==> config.mk <==
export PLATFORM = sky130hd
export DESIGN_NAME = lfsr_rand_server
export DESIGN_NICKNAME = d
export VERILOG_FILES = /design/src/rtl/lfsr_rand_pkg.sv /design/src/rtl/lfsr_core.sv /design/src/rtl/lfsr_rand_server.sv
export SDC_FILE = /design/constraint.sdc
export NUM_CORES = 1
export LEC_CHECK = 0
export ABC_AREA = 1
export CAP_MARGIN = 20
export CORE_ASPECT_RATIO = 0.8
export CORE_MARGIN = 4
export CORE_UTILIZATION = 45
export DETAILED_ROUTE_END_ITERATION = 16
export PLACE_DENSITY = 0.82
export SLEW_MARGIN = 20
export SYNTH_ARGS = -nofsm -noshare
export SYNTH_HDL_FRONTEND = slang
export SYNTH_SLANG_ARGS = --single-unit
==> constraint.sdc <==
create_clock -name clk -period 1.3 [get_ports clk]
set_clock_uncertainty 0.15 [all_clocks]
set_input_delay 0.26 -clock clk [delete_from_list [all_inputs] [get_ports clk]]
set_output_delay 0.26 -clock clk [all_outputs]
set_load 0.01 [all_outputs]
==> src/rtl/lfsr_rand_pkg.sv <==
// Shared types, default constants and round-robin helper for the LFSR random-value server.
package lfsr_rand_pkg;

  typedef enum logic [1:0] {
    IDLE    = 2'd0,
    GATHER  = 2'd1,
    DELIVER = 2'd2
  } state_t;

  localparam logic [7:0] DEFAULT_TAPS = 8'hB8;
  localparam logic [7:0] DEFAULT_SEED = 8'h80;

  // Index of the first set request at or after ptr, wrapping over num requesters.
  function automatic logic [2:0] rr_pick(input logic [7:0] req, input logic [2:0] ptr,
                                         input int unsigned num);
    logic [2:0] idx;
    logic       found;
    idx   = '0;
    found = 1'b0;
    for (int k = 0; k < 8; k++) begin
      if (!found && (k < int'(num))) begin
        int unsigned cand;
        cand = (int'(ptr) + k) % num;
        if (req[cand]) begin
          idx   = 3'(cand);
          found = 1'b1;
        end
      end
    end
    return idx;
  endfunction

endpackage

==> src/rtl/lfsr_core.sv <==
// Fibonacci LFSR that shifts left one bit per step; a zero load value falls back to SEED.
module lfsr_core
  import lfsr_rand_pkg::*;
#(
  parameter int              LFSR_W = 8,
  parameter logic [LFSR_W-1:0] TAPS = DEFAULT_TAPS,
  parameter logic [LFSR_W-1:0] SEED = DEFAULT_SEED
) (
  input  logic              clk,
  input  logic              rst,
  input  logic              step,
  input  logic              load,
  input  logic [LFSR_W-1:0] load_val,
  output logic              out_bit,
  output logic [LFSR_W-1:0] state
);

  logic fb;

  assign out_bit = state[LFSR_W-1];
  assign fb      = ^(state & TAPS);

  // NOTE: sequential state uses non-blocking assignments so every register samples pre-edge values.
  always_ff @(posedge clk or posedge rst) begin
    if (rst) begin
      state <= SEED;
    end else if (load) begin
      state <= (load_val == '0) ? SEED : load_val;
    end else if (step) begin
      state <= {state[LFSR_W-2:0], fb};
    end
  end

endmodule

==> src/rtl/lfsr_rand_server.sv <==
// Round-robin server handing out VALUE_W fresh LFSR bits per request.
// Optional statistics counters are enabled by defining LFSR_RAND_SERVER_STATS_EN.
module lfsr_rand_server
  import lfsr_rand_pkg::*;
#(
  parameter int                NUM_REQ = 2,
  parameter int                VALUE_W = 3,
  parameter int                LFSR_W  = 8,
  parameter logic [LFSR_W-1:0] TAPS    = DEFAULT_TAPS,
  parameter logic [LFSR_W-1:0] SEED    = DEFAULT_SEED
) (
  input  logic               clk,
  input  logic               rst,
  input  logic [NUM_REQ-1:0] req,
  output logic [NUM_REQ-1:0] grant,
  output logic [VALUE_W-1:0] value,
  output logic               value_valid,
  input  logic               seed_load,
  input  logic [LFSR_W-1:0]  seed_in,
  output logic               busy
`ifdef LFSR_RAND_SERVER_STATS_EN
  ,
  output logic [15:0]        deliver_count,
  output logic [7:0]         abort_count
`endif
);

  localparam int CNT_W = (VALUE_W > 1) ? $clog2(VALUE_W) : 1;

  state_t             fsm;
  logic [2:0]         rr_ptr;
  logic [2:0]         gidx;
  logic [CNT_W-1:0]   cnt;
  logic [VALUE_W-1:0] shift_buf;
  logic [LFSR_W-1:0]  lfsr;
  logic               out_bit;
  logic [7:0]         req_ext;
  logic [2:0]         pick;
  logic [7:0]         pick_onehot;
  logic               owner_live;
  logic               step;
  logic               load;

  assign req_ext     = 8'(req);
  assign pick        = rr_pick(req_ext, rr_ptr, NUM_REQ);
  assign pick_onehot = 8'(1) << pick;
  assign owner_live  = req_ext[gidx];
  // A dropped request aborts before the step, so the abort cycle consumes no bit.
  assign step        = (fsm == GATHER) && owner_live;
  assign load        = (fsm == IDLE) && seed_load;
  assign busy        = (fsm != IDLE);

  lfsr_core #(
    .LFSR_W (LFSR_W),
    .TAPS   (TAPS),
    .SEED   (SEED)
  ) u_core (
    .clk      (clk),
    .rst      (rst),
    .step     (step),
    .load     (load),
    .load_val (seed_in),
    .out_bit  (out_bit),
    .state    (lfsr)
  );

  always_ff @(posedge clk or posedge rst) begin
    if (rst) begin
      fsm         <= IDLE;
      rr_ptr      <= '0;
      gidx        <= '0;
      cnt         <= '0;
      shift_buf   <= '0;
      grant       <= '0;
      value       <= '0;
      value_valid <= 1'b0;
    end else begin
      value_valid <= 1'b0;
      unique case (fsm)
        IDLE: begin
          // grant stays visible through the value_valid cycle, then follows arbitration.
          if (!seed_load && (|req)) begin
            gidx  <= pick;
            grant <= pick_onehot[NUM_REQ-1:0];
            cnt   <= '0;
            fsm   <= GATHER;
          end else begin
            grant <= '0;
          end
        end
        GATHER: begin
          if (!owner_live) begin
            grant <= '0;
            fsm   <= IDLE;
          end else begin
            shift_buf <= VALUE_W'({shift_buf, out_bit});
            if (cnt == CNT_W'(VALUE_W - 1)) begin
              fsm <= DELIVER;
            end else begin
              cnt <= cnt + CNT_W'(1);
            end
          end
        end
        DELIVER: begin
          value       <= shift_buf;
          value_valid <= 1'b1;
          rr_ptr      <= (gidx == 3'(NUM_REQ - 1)) ? 3'd0 : gidx + 3'd1;
          fsm         <= IDLE;
        end
        default: fsm <= IDLE;
      endcase
    end
  end

`ifdef LFSR_RAND_SERVER_STATS_EN
  always_ff @(posedge clk or posedge rst) begin
    if (rst) begin
      deliver_count <= '0;
      abort_count   <= '0;
    end else begin
      if (fsm == DELIVER) begin
        deliver_count <= deliver_count + 16'd1;
      end
      if ((fsm == GATHER) && !owner_live && (abort_count != 8'hFF)) begin
        abort_count <= abort_count + 8'd1;
      end
    end
  end
`endif

endmodule

== Yosys cells after proc, flatten, opt, wreduce, memory -nomap -nowiden ==
Index checks and enable logic that the tools add are counted.

* Reductions and logical operators: 16
* Eq/ne operators: 9
* Muxes and demuxes: 26
* Shifts and indexed selects: 1
* Add/subtract/negate cells: 3
* $lt $le $gt $ge: 3

{| class="wikitable"
|+ Operators by type and width
! cell !! count
|-
| two-way mux 8 bit || 3
|-
| two-way mux 2 bit || 8
|-
| < comparator 1 x 4 -> 1 bit, second input constant || 3
|-
| one-hot mux 2 bit (2 select lines) || 3
|-
| two-way mux 1 bit || 11
|-
| zero test 8 bit || 1
|-
| AND reduction 2 bit || 4
|-
| XOR reduction 8 bit || 1
|-
| != test 2 bit, second input constant || 3
|-
| nonzero test 2 bit || 3
|-
| equality test 2 bit, second input constant || 2
|-
| AND reduction 4 bit || 1
|-
| binary-select mux 1 bit (select 3 bit) || 1
|-
| logical AND 1 bit || 3
|-
| != test 3 x 2 -> 1 bit, second input constant || 1
|-
| adder 1 bit, second input constant || 2
|-
| adder 2 x 1 -> 2 bit, second input constant || 1
|-
| equality test 2 x 1 -> 1 bit, second input constant || 1
|-
| zero test 2 bit || 1
|-
| != test 2 x 1 -> 1 bit, second input constant || 1
|-
| OR reduction 2 bit || 1
|-
| << shifter 1 x 1 -> 2 bit, first input constant || 1
|-
| equality test 1 bit, second input constant || 1
|-
| zero test 1 bit || 1
|}

* Input bits: 13
* Logic and storage cells: 67
* Register bits: 23

== Logic depth before layout (Yosys ltp) ==
* Word-level depth: 8
* Mapped depth: 7
* Mapped depth without buffers: 7

== Modules after synthesis ==
Synthesis repeated with hierarchy kept, for this count alone.

* Cell total of the unflattened synthesis: 143
* Area total of the unflattened synthesis: 1148.6 µm²

{| class="wikitable"
|+ By module, submodules not included
! module !! area each (µm²) !! cells each !! times used
|-
| lfsr_rand_server || 665.6 || 78 || 1
|-
| lfsr_core || 483.0 || 65 || 1
|}

== Least setup slack after synthesis ==
Ideal clock, no wire load.

* Kind: reg-to-reg
* Start: register fsm[0]
* End: register u_core.state[1]
* Cell stages (with the launch flop): 6
* Period minus slack after synthesis: 1.267 ns
* Slack: 0.033 ns
* Required time: 1.020 ns
* Setup time: 0.130 ns
* Data arrival time: 0.987 ns
* Cells stage by stage: dfrtp_1 -> nor2_1 -> nand2_1 -> buf_2 -> nand3_1 -> o211ai_1

* Word-level cells in the longest chain between the ends: 3

{| class="wikitable"
|+ Ends and longest elaborated chain
! item !! line !! RTL
|-
| start, declared || lfsr_rand_server.sv:30 || <nowiki>state_t fsm;</nowiki>
|-
| start signal, assigned || lfsr_rand_server.sv:69 || <nowiki>fsm <= IDLE;</nowiki>
|-
| start signal, assigned || lfsr_rand_server.sv:86 || <nowiki>fsm <= GATHER;</nowiki>
|-
| start signal, assigned || lfsr_rand_server.sv:94 || <nowiki>fsm <= IDLE;</nowiki>
|-
| equality test 2 x 1 -> 1 bit or zero test 2 bit (tied branches) || lfsr_rand_server.sv:49, lfsr_rand_server.sv:50 ||
|-
| logical AND 1 bit, on equally long branches || lfsr_rand_server.sv:49, lfsr_rand_server.sv:50 ||
|-
| nonzero test 2 bit (no source line) or two-way mux 8 bit (tied branches) || n/a ||
|-
| end signal, assigned || lfsr_core.sv:28 || <nowiki>state <= (load_val == '0) ? SEED : load_val;</nowiki>
|-
| end signal, assigned || lfsr_core.sv:30 || <nowiki>state <= {state[LFSR_W-2:0], fb};</nowiki>
|-
| end, declared || lfsr_core.sv:15 || <nowiki>output logic [LFSR_W-1:0] state</nowiki>
|}

Parallel ways exist; a longest one is shown, timed or not.
A chain may end at the register's enable or synchronous reset.

== Worst setup path after layout ==
* Start: register fsm[1]
* End: output port busy

* Word-level cells in the longest chain between the ends: 1

{| class="wikitable"
|+ Ends and longest elaborated chain
! item !! line !! RTL
|-
| nonzero test 2 bit || lfsr_rand_server.sv:51 || <nowiki>assign busy = (fsm != IDLE);</nowiki>
|-
| end, declared || lfsr_rand_server.sv:20 || <nowiki>output logic busy</nowiki>
|}

No other way between the ends.

==> metrics <==
largest net degree at the start of global routing=24; fin nets=a little under 200; Hold Vio Cnt, Final=0; Syn Nets=around 150; crit path capture type=primary output; vias per inst=5.180; hold buffer count at cts=0; fin crit share=113.3%; Worst Setup Start Kind=register; Final min period=around 1.5 ns; crit path DAT=roughly 1.1 ns; TNS Setup=-0.8126 ns; initial antenna violation count=0; Worst EP required=0.89 ns; Clk Latency, worst-skew pair=roughly 0.33 ns; P_leak=approximately 0.84 nW; IO Port Bufs=19; crit-path max FO=2; Die X=~63 um; cell row count=15; RD Place Congestion=approximately 0.8; Clock transition at path regs=about 0.13 ns; Vias=1062; first-pass GRT wire length=around 4500 um; max-cap violation count=0; failing checks=negative setup slack; Hold Path Class=in2async; Ys Warns=0; Sequential Area=a little under 600 sq um; Synth cell types=16; Setup WS pre-CTS=-0.3754 ns; vias in the first global route=a little under 1000; Layout area overhead=48.28%; Cells after Synth=approximately 140; Overall Global Routing Usage=around 18%; Avg Cell Area, Syn=~7.9 sq um; Seq cells post-synth=23; maximum operating frequency=approximately 680 MHz; CTS Buf Count=3; average wire per standard cell=between 10 and 15 um; ANT cells=0; Tightest Pin Transition=approximately 0.27 ns; PD cells=between 2000 and 2500 mW/mm^2; Setup WS post-layout=-0.1723 ns; final slew viol count=0; RSZ-0062 raised after global routing=true; final non-filler cell total=205; Tot Pwr=between 3 and 4 mW; CP Class=reg2out; CORE AREA=approximately 0.0022 sq mm; Die Y=approximately 52 um; GRT Residual Overflow=0; Ports=20; outcome=finished, violations left; 1st-iter DRT viols=40; root buf cell=clkbuf_4; multi-input logic area=roughly 510 sq um; Initial DRT Pass Iterations=4; CTS tree=yes; relative slew slack=81.74%; deepest clock path buffer count=2; Placed Cells=~190; worst vdd ir=about 0.0011 V; HPWL after DPL=around 1800 um; Fillers=about 160; DRT antenna net count=0; layout cells sized above 1=between 30% and 40%; Initial Util=48.74%; drt drc=0; synthesized area=0.001089 sq mm; Seq/Total Area, Yosys=a little over half; DIE AREA=0.003275 sq mm; final wirelength=between 2000 and 3000 um; Setup-failing EPs final=11; H-tree lvl count=1; clock sinks=23
per-stage QoR:
step	instance area (sq um)	hold WS (ns)	utilization, %
finish	1614	0.09150	72.27
global route	1614	0.08740	72.27
CTS	1539	0.1092	68.91
detailed placement	1431	0.3083	64.09
global placement	1431	0.3061	64.09
floorplan	1089	0.1112	-
synthesized netlist by cell type:
master / number / area (sq um)
dfrtp_1: 22 / 550.5
inv_1: 22 / 82.58
ha_1: 1 / 12.51
buf_6: 1 / 11.26
nor2_1: 14 / 52.55
o21ai_0: 8 / 40.04
nand2_2: 1 / 6.260
dfstp_2: 1 / 26.28
o211ai_1: 5 / 37.54
nor3_1: 1 / 5.000
buf_2: 1 / 5.000
nand2_1: 43 / 161.4
xnor2_1: 2 / 17.52
nand3_1: 13 / 65.06
nor2_2: 1 / 6.260
a21oi_2: 1 / 8.760
final timing paths:
| check | slack, ns | start | cells after the start | to |
|---|---|---|---|---|
| max | -0.17 | fsm[1] | 3 | busy |
| min | 0.09 | rst | 3 | rr_ptr[0] |
| max reg2reg | -0.13 | fsm[1] | 7 | u_core.state[6] |
| min reg2reg | 0.35 | value[0] | 2 | value[0] |
| max in group asynchronous | 0.67 | rst | 3 | u_core.state[7] |
| min in group clk | 0.13 | req[1] | 3 | grant[1] |
area by class of cell:
type / instances / share of cell area (%)
Clock buffer: 3 / 1.395
Clock inverter: 1 / 0.3101
Inverter: 22 / 5.271
Multi-Input combinational cell: 91 / 31.63
Sequential cell: 23 / 35.74
Tap cell: 25 / 1.938
Timing Repair Buffer: 40 / 23.72
sequential cells by signal (all words and copies together) (netlist names):
signal	cells
value_valid	1
value	3
rr_ptr	1
grant	2
fsm	2
u_core.state	8
gidx	1
shift_buf	3
cnt	2
placed cells by master (no fill, tap or decap), types with 10 or more instances in the layout:
| master | count |
|---|---|
| dfrtp_1 | 22 |
| nand2_1 | 34 |
| inv_1 | 18 |
| clkdlybuf4s50_1 | 10 |
| buf_4 | 15 |
| nand3_1 | 11 |
| nor2_1 | 11 |
worst max-delay path, stage by stage, from the launching register on:
cell and delay (ns):
dfrtp_1 0.42, nor2_2 0.15, inv_2 0.06, buf_6 0.12
timing repair:
action / 4_1_cts / 5_1_grt
buffers inserted: 5 / 1
gates resized for setup: 47 / 21
gates cloned: 2 / 1
setup endpoints to repair: 23 / 25
pin swaps: 4 / 5
kinds of logic after synthesis:
logic type	synth area share [%]
flip-flops	52.99
XOR/XNOR	1.609
buffers and inverters	9.080
AO/OA/AOI/OAI	7.932
AND/OR/NAND/NOR	27.24
adder cells (fa/ha/maj)	1.149
where the power goes:
part / leakage, nW / internal, mW / total (mW) / switching [mW]
clock network: 0.0177 / 0.116 / 0.343 / 0.227
registers: 0.294 / 1.01 / 1.20 / 0.188
logic: 0.529 / 0.794 / 1.73 / 0.934
routing by layer:
layer | vias up | wire length (um) | global-route usage (%)
met4 | 0 | 31 | 6.227
met5 | - | 0 | 0
li1 | 517 | - | -
met3 | 4 | 164 | 4.968
met1 | 511 | 1208 | 21.72
met2 | 30 | 1459 | 30.47
Note: power is estimated with default switching activity, not from simulation.
